$ cat config.mk
export PLATFORM = sky130hd
export DESIGN_NAME = core_seq_ctrl
export DESIGN_NICKNAME = d
export VERILOG_FILES = /design/src/rtl/core_seq_ctrl_pkg.sv /design/src/rtl/core_seq_ctrl_wait_timer.sv /design/src/rtl/core_seq_ctrl.sv
export SDC_FILE = /design/constraint.sdc
export NUM_CORES = 1
export LEC_CHECK = 0
export BUFFER_PORTS_ARGS = -buffer_cell sky130_fd_sc_hd__buf_2
export CAP_MARGIN = 20
export CORE_AREA = 2 2 129 131
export CTS_BUF_LIST = sky130_fd_sc_hd__clkbuf_8
export CTS_CLUSTER_DIAMETER = 50
export DETAILED_ROUTE_END_ITERATION = 7
export DIE_AREA = 0 0 131 133
export PLACE_DENSITY = 0.7
export RECOVER_POWER = 25
export REMOVE_ABC_BUFFERS = 1
export SETUP_SLACK_MARGIN = 0.3
export SLEW_MARGIN = 20
export SYNTH_ARGS = -nofsm -noshare
export SYNTH_HDL_FRONTEND = slang
export SYNTH_SLANG_ARGS = --single-unit
$ cat constraint.sdc
create_clock -name clk -period 4.24 [get_ports clk]
set_clock_uncertainty 0.1 [all_clocks]
set_input_delay 0.636 -clock clk [delete_from_list [all_inputs] [get_ports clk]]
set_output_delay 0.636 -clock clk [all_outputs]
set_load 0.005 [all_outputs]
$ cat src/rtl/core_seq_ctrl_pkg.sv
// core_seq_ctrl_pkg: shared state encoding, halt codes and memory-op constants for the sequencer.
package core_seq_ctrl_pkg;
  typedef enum logic [2:0] {
    ST_FETCH  = 3'd0,
    ST_DECODE = 3'd1,
    ST_EXEC   = 3'd2,
    ST_MEM    = 3'd3,
    ST_WB     = 3'd4,
    ST_HALT   = 3'd5
  } state_t;
  localparam logic [1:0] HC_EBREAK   = 2'd0;
  localparam logic [1:0] HC_ILLEGAL  = 2'd1;
  localparam logic [1:0] HC_TIMEOUT  = 2'd2;
  localparam logic [1:0] HC_MISALIGN = 2'd3;
  localparam logic [1:0] MOP_NONE    = 2'b00;
  localparam logic [1:0] MOP_LOAD    = 2'b01;
  localparam logic [1:0] MOP_STORE   = 2'b10;
  localparam logic [31:0] RESET_PC_DEF = 32'h8000_0000;
endpackage

$ cat src/rtl/core_seq_ctrl_wait_timer.sv
// seq_wait_timer: counts memory wait cycles; expired flags the last allowed cycle.
module seq_wait_timer #(
  parameter int TIMEOUT_CYCLES = 255
) (
  input  logic clk,
  input  logic rst_n,
  input  logic i_clr,
  input  logic i_en,
  output logic o_expired
);
  localparam int TW = $clog2(TIMEOUT_CYCLES + 1);
  logic [TW-1:0] r_cnt;
  always_ff @(posedge clk or negedge rst_n) begin
    if (!rst_n) r_cnt <= '0;
    else if (i_clr) r_cnt <= '0;
    else if (i_en) r_cnt <= r_cnt + 1'b1;
  end
  assign o_expired = r_cnt == TW'(TIMEOUT_CYCLES - 1);
endmodule

$ cat src/rtl/core_seq_ctrl.sv
// core_seq_ctrl: multi-cycle FETCH/DECODE/EXEC/MEM/WB sequencer owning PC, halt and counters.
module core_seq_ctrl
  import core_seq_ctrl_pkg::*;
#(
  parameter int                    ADDR_WIDTH     = 32,
  parameter logic [ADDR_WIDTH-1:0] RESET_PC       = RESET_PC_DEF,
  parameter int                    TIMEOUT_CYCLES = 255,
  parameter int                    CNT_WIDTH      = 32
) (
  input  logic                  clk,
  input  logic                  rst,
  output logic                  ifu_req,
  output logic [ADDR_WIDTH-1:0] ifu_addr,
  input  logic                  ifu_ack,
  input  logic [31:0]           ifu_rdata,
  output logic [31:0]           inst,
  input  logic                  idu_illegal,
  input  logic                  idu_ebreak,
  input  logic [1:0]            idu_mem_op,
  input  logic                  idu_rd_wen,
  input  logic [ADDR_WIDTH-1:0] exu_next_pc,
  output logic                  lsu_req,
  output logic                  lsu_we,
  input  logic                  lsu_ack,
  output logic                  rf_wen,
  output logic [ADDR_WIDTH-1:0] pc,
  output logic                  retire,
  output logic                  halt,
  output logic [1:0]            halt_code,
  output logic [CNT_WIDTH-1:0]  cycle_cnt,
  output logic [CNT_WIDTH-1:0]  instret_cnt
);
  state_t                r_state, w_next;
  logic [ADDR_WIDTH-1:0] r_pc;
  logic [31:0]           r_inst;
  logic [1:0]            r_code, w_code;
  logic [CNT_WIDTH-1:0]  r_cycle, r_instret;
  logic                  w_waiting, w_ack, w_expired;
  assign w_waiting = r_state == ST_FETCH || r_state == ST_MEM;
  assign w_ack     = r_state == ST_FETCH ? ifu_ack : lsu_ack;
  seq_wait_timer #(.TIMEOUT_CYCLES(TIMEOUT_CYCLES)) u_timer (
    .clk       (clk),
    .rst_n     (rst),
    .i_clr     (!w_waiting),
    .i_en      (w_waiting && !w_ack),
    .o_expired (w_expired)
  );
  always_comb begin
    w_next = r_state;
    w_code = r_code;
    case (r_state)
      ST_FETCH, ST_MEM: begin
        w_next = w_ack ? (r_state == ST_FETCH ? ST_DECODE : ST_WB) : w_expired ? ST_HALT : r_state;
        w_code = (!w_ack && w_expired) ? HC_TIMEOUT : r_code;
      end
      ST_DECODE: begin
        w_next = (idu_illegal || idu_mem_op == 2'b11 || idu_ebreak) ? ST_HALT : ST_EXEC;
        w_code = (idu_illegal || idu_mem_op == 2'b11) ? HC_ILLEGAL : idu_ebreak ? HC_EBREAK : r_code;
      end
      ST_EXEC: begin
        w_next = exu_next_pc[1:0] != 2'b00 ? ST_HALT : idu_mem_op != MOP_NONE ? ST_MEM : ST_WB;
        w_code = exu_next_pc[1:0] != 2'b00 ? HC_MISALIGN : r_code;
      end
      ST_WB:   w_next = ST_FETCH;
      default: w_next = ST_HALT;
    endcase
  end
  always_ff @(posedge clk or negedge rst) begin
    if (!rst) begin
      r_state   <= ST_FETCH;
      r_pc      <= RESET_PC;
      r_inst    <= '0;
      r_code    <= HC_EBREAK;
      r_cycle   <= '0;
      r_instret <= '0;
    end else begin
      r_state <= w_next;
      r_code  <= w_code;
      if (r_state == ST_FETCH && ifu_ack) r_inst <= ifu_rdata;
      if (r_state != ST_HALT) r_cycle <= r_cycle + 1'b1;
      if (r_state == ST_WB) begin
        r_pc      <= exu_next_pc;
        r_instret <= r_instret + 1'b1;
      end
    end
  end
  assign ifu_req     = r_state == ST_FETCH;
  assign ifu_addr    = r_pc;
  assign inst        = r_inst;
  assign lsu_req     = r_state == ST_MEM;
  assign lsu_we      = r_state == ST_MEM && idu_mem_op == MOP_STORE;
  assign rf_wen      = r_state == ST_WB && idu_rd_wen && idu_mem_op != MOP_STORE;
  assign retire      = r_state == ST_WB;
  assign pc          = r_pc;
  assign halt        = r_state == ST_HALT;
  assign halt_code   = r_code;
  assign cycle_cnt   = r_cycle;
  assign instret_cnt = r_instret;
endmodule

==> summary.md <==
| Metric | Value |
|---|---|
| Reg2reg path depth | 4 |
| Unrepaired setup endpoints after global routing | no |
| Post-synthesis async set-or-reset flop share | 1.000 |
| GRT busiest layer | met2 |
| Post-DR wirelength/cell | 14.16 um |
| Final setup fails | 0 |
| Final worst path period share | 0.6905 |
| Max Freq | 341.5 MHz |
| Post-DRT Antenna Nets | 0 |
| Commonest non-fill, non-tap cell in the layout | buf_2 |
| Relative slew slack | -0.6447 |
| Synth Area in Compound Gates | 0.02520 |
| Crit Path Max Fanout | 20 |
| DR DRC count | 0 |
| Mux cell area share after synthesis | 0.1196 |
| Outcome | complete, but fails checks |
| Max Cap Viol | 1 |
| Post-Synth Adder-Cell Area | 0.007937 |
| Multi-input gate area | 0.002417 mm^2 |
| CTS tree | built |
| Worst Setup End Kind | output pin |
| Syn_area_per_cell | 12.59 um^2 |
| Setup TNS | 0 ns |
| Yosys top cell by area | dfrtp_1 |
| Via density | 4.666 |
| Synth Cell Area | 0.006306 mm^2 |
| TritonRoute pass-1 iters | 4 |
| Most frequent cells in the layout | buf_2 (239), dfrtp_1 (140), mux2_2 (67), xnor2_1 (46), nor2_1 (30) |
| Initial Utilization | 0.3899 |
| CP arrival | 2.19 ns |
| Final Core Density | 0.4900 |
| WP data required | 3.50 ns |
| Dpl hpwl | 9871 um |
| Met2 Usage GRT | 0.2415 |
| Layout Area Growth over Synthesis | 25.65% |
| Die W | 131 um |
| Synth warn | 0 |
| Met3 usage | 0.05338 |
| Gp weighted congestion | 0.7815 |
| Post-synth top flop | dfrtp_1 |
| Antenna violations before repair | 1 |
| Fillcell total | 1484 |
| DR vias | 4461 |
| Final min period | 2.928 ns |
| #FFs+latches synth | 141 |
| Inserted Clock Buffers | 17 |
| Die area | 0.01742 mm^2 |
| Clk buf depth | 2 |
| Netlist cell types | 52 |
| Failing checks | max-capacitance violations, max-slew violations |
| Die height | 133 um |
| Power per cell area | 572.6 mW/mm^2 |
| 1st-iter DRT viols | 217 |
| Final instance area | 0.007924 mm^2 |
| GRT Overall Usage | 0.1614 |
| Leak Pwr | 4.058 nW |
| Hold path depth | 2 |
| Largest net degree at the start of global routing | 101 |
| TritonCTS Sinks | 141 |
| First-pass GRT wire length | 22020 um |
| Core Area | 0.01617 mm^2 |
| Largest family of logic cells by synthesized area | simple AND/OR/NAND/NOR gates |
| Post-synthesis simple-gate area fraction | 0.1361 |
| Post-CTS Hold Buffers | 0 |
| Worst hold path type | input pin to flip-flop |
| Endpoints failing hold | 0 |
| Clock transition at path regs | 0.08 ns |
| Reg area | 0.003530 mm^2 |
| Row count | 47 |
| CP startpoint kind | flip-flop |
| Gr ovfl total | 0 |
| Syn Inst Count | 501 |
| Cts repair resizes | 0 |
| # IOs | 241 |
| Vias in the first global route | 4457 |
| DP Area | 0.007501 mm^2 |
| CTS root buf | clkbuf_8 |
| Fin nets | 799 |
| Met1 Use GR | 0.2148 |
| H-tree depth | 4 |
| VDD IR max | 0.3327 mV |
| Clk Latency, worst-skew pair | 0.43 ns |
| Post-synthesis xor/xnor area fraction | 0.09444 |
| Worst-Margin Slew | 2.467 ns |
| WS Path Type | flip-flop to output pin |
| Routed wire length | 13540 um |
| Yosys top cell area share | 0.5556 |
| Share of layout cells above drive strength 1 | 0.4966 |
| Register area share after synthesis | 0.5597 |
| Postcts setup bufs | 0 |
| Port bufs | 240 |
| EDFF count, synth | 0 |
| Synth top area cells | dfrtp_1 (56%), mux2_2 (12%), xnor2_1 (6.4%) |
| Fin. max-slew vios | 101 |
-- cell type report --
class / instances / share of cell area
Sequential cell: 141 / 0.4454
Multi-Input combinational cell: 306 / 0.3051
Timing Repair Buffer: 245 / 0.1568
Tap cell: 220 / 0.03474
Clock buffer: 18 / 0.03126
Clock inverter: 14 / 0.02116
Inverter: 11 / 0.005211
Antenna cell: 1 / 0.0003158
-- report_power, final --
part	total, mW	internal [mW]	switching, mW
clock	1.13	0.598	0.531
combinational	1.35	0.789	0.563
sequential	2.06	1.74	0.319
total	4.54	3.12	1.41
-- through the flow --
stage	total power, mW	hold WS [ns]	setup slack [ns]	std cells
final	4.537	0.3243	1.312	956
after floorplan	2.706	0.2404	1.623	458
after global routing	4.841	0.2824	1.146	955
after CTS	4.612	0.2253	1.264	954
after global placement	3.425	0.3545	1.590	922
after detailed placement	3.458	0.3584	1.541	922
-- synthesized netlist by cell type (2+ instances only) --
| master | count |
|---|---|
| a21oi_1 | 4 |
| a21oi_2 | 2 |
| and2_1 | 4 |
| and3_1 | 12 |
| and4_1 | 6 |
| buf_2 | 2 |
| buf_4 | 39 |
| dfrtp_1 | 140 |
| ha_1 | 4 |
| inv_1 | 11 |
| mux2_2 | 67 |
| nand2_1 | 26 |
| nand2b_1 | 3 |
| nand3_1 | 25 |
| nand4_1 | 16 |
| nand4_2 | 3 |
| nor2_1 | 30 |
| nor3_1 | 4 |
| nor3_2 | 2 |
| nor3_4 | 2 |
| o41ai_1 | 2 |
| xnor2_1 | 46 |
| xor2_1 | 22 |
-- critical path, cell delays in order, from the launching register on --
cell and delay (ns):
dfrtp_1 0.58, or2_4 0.36, nor2_4 0.45, and3_1 0.24, buf_2 0.11
-- cells by family after synthesis --
| logic type | count (synthesis) |
|---|---|
| compound gates | 20 |
| buf+inv | 54 |
| xor+xnor | 68 |
| flops | 141 |
| mux | 67 |
| fa+ha+maj | 4 |
| simple gates | 147 |
-- sequential cells by signal, summed over array words and instances, names as in the netlist --
signal,cells
cycle_cnt,32
ifu_addr,32
inst,32
instret_cnt,32
u_timer.r_cnt,8
r_state,3
halt_code,2
-- final timing paths --
check                                             from                      endpoint  slack, ns
max in group asynchronous                          rst  u_timer.r_cnt[2]$_DFFE_PN0P_       1.74
min in group asynchronous                          rst      cycle_cnt[4]$_DFFE_PN0N_       0.82
setup reg to reg                r_state[0]$_DFFE_PN0P_      ifu_addr[16]$_DFFE_PN0N_       1.91
hold reg to reg            instret_cnt[31]$_DFFE_PN0N_   instret_cnt[31]$_DFFE_PN0N_       0.37
hold / removal                           ifu_rdata[30]          inst[30]$_DFFE_PN0P_       0.32
setup / recovery                r_state[0]$_DFFE_PN0P_                        rf_wen       1.31
-- per-layer routing --
layer / up-vias / routed length (um)
met5: - / 0
met1: 2147 / 5961
li1: 2149 / -
met2: 148 / 6289
met3: 17 / 1000
met4: 0 / 288
Power figures use the tool's default switching activity.
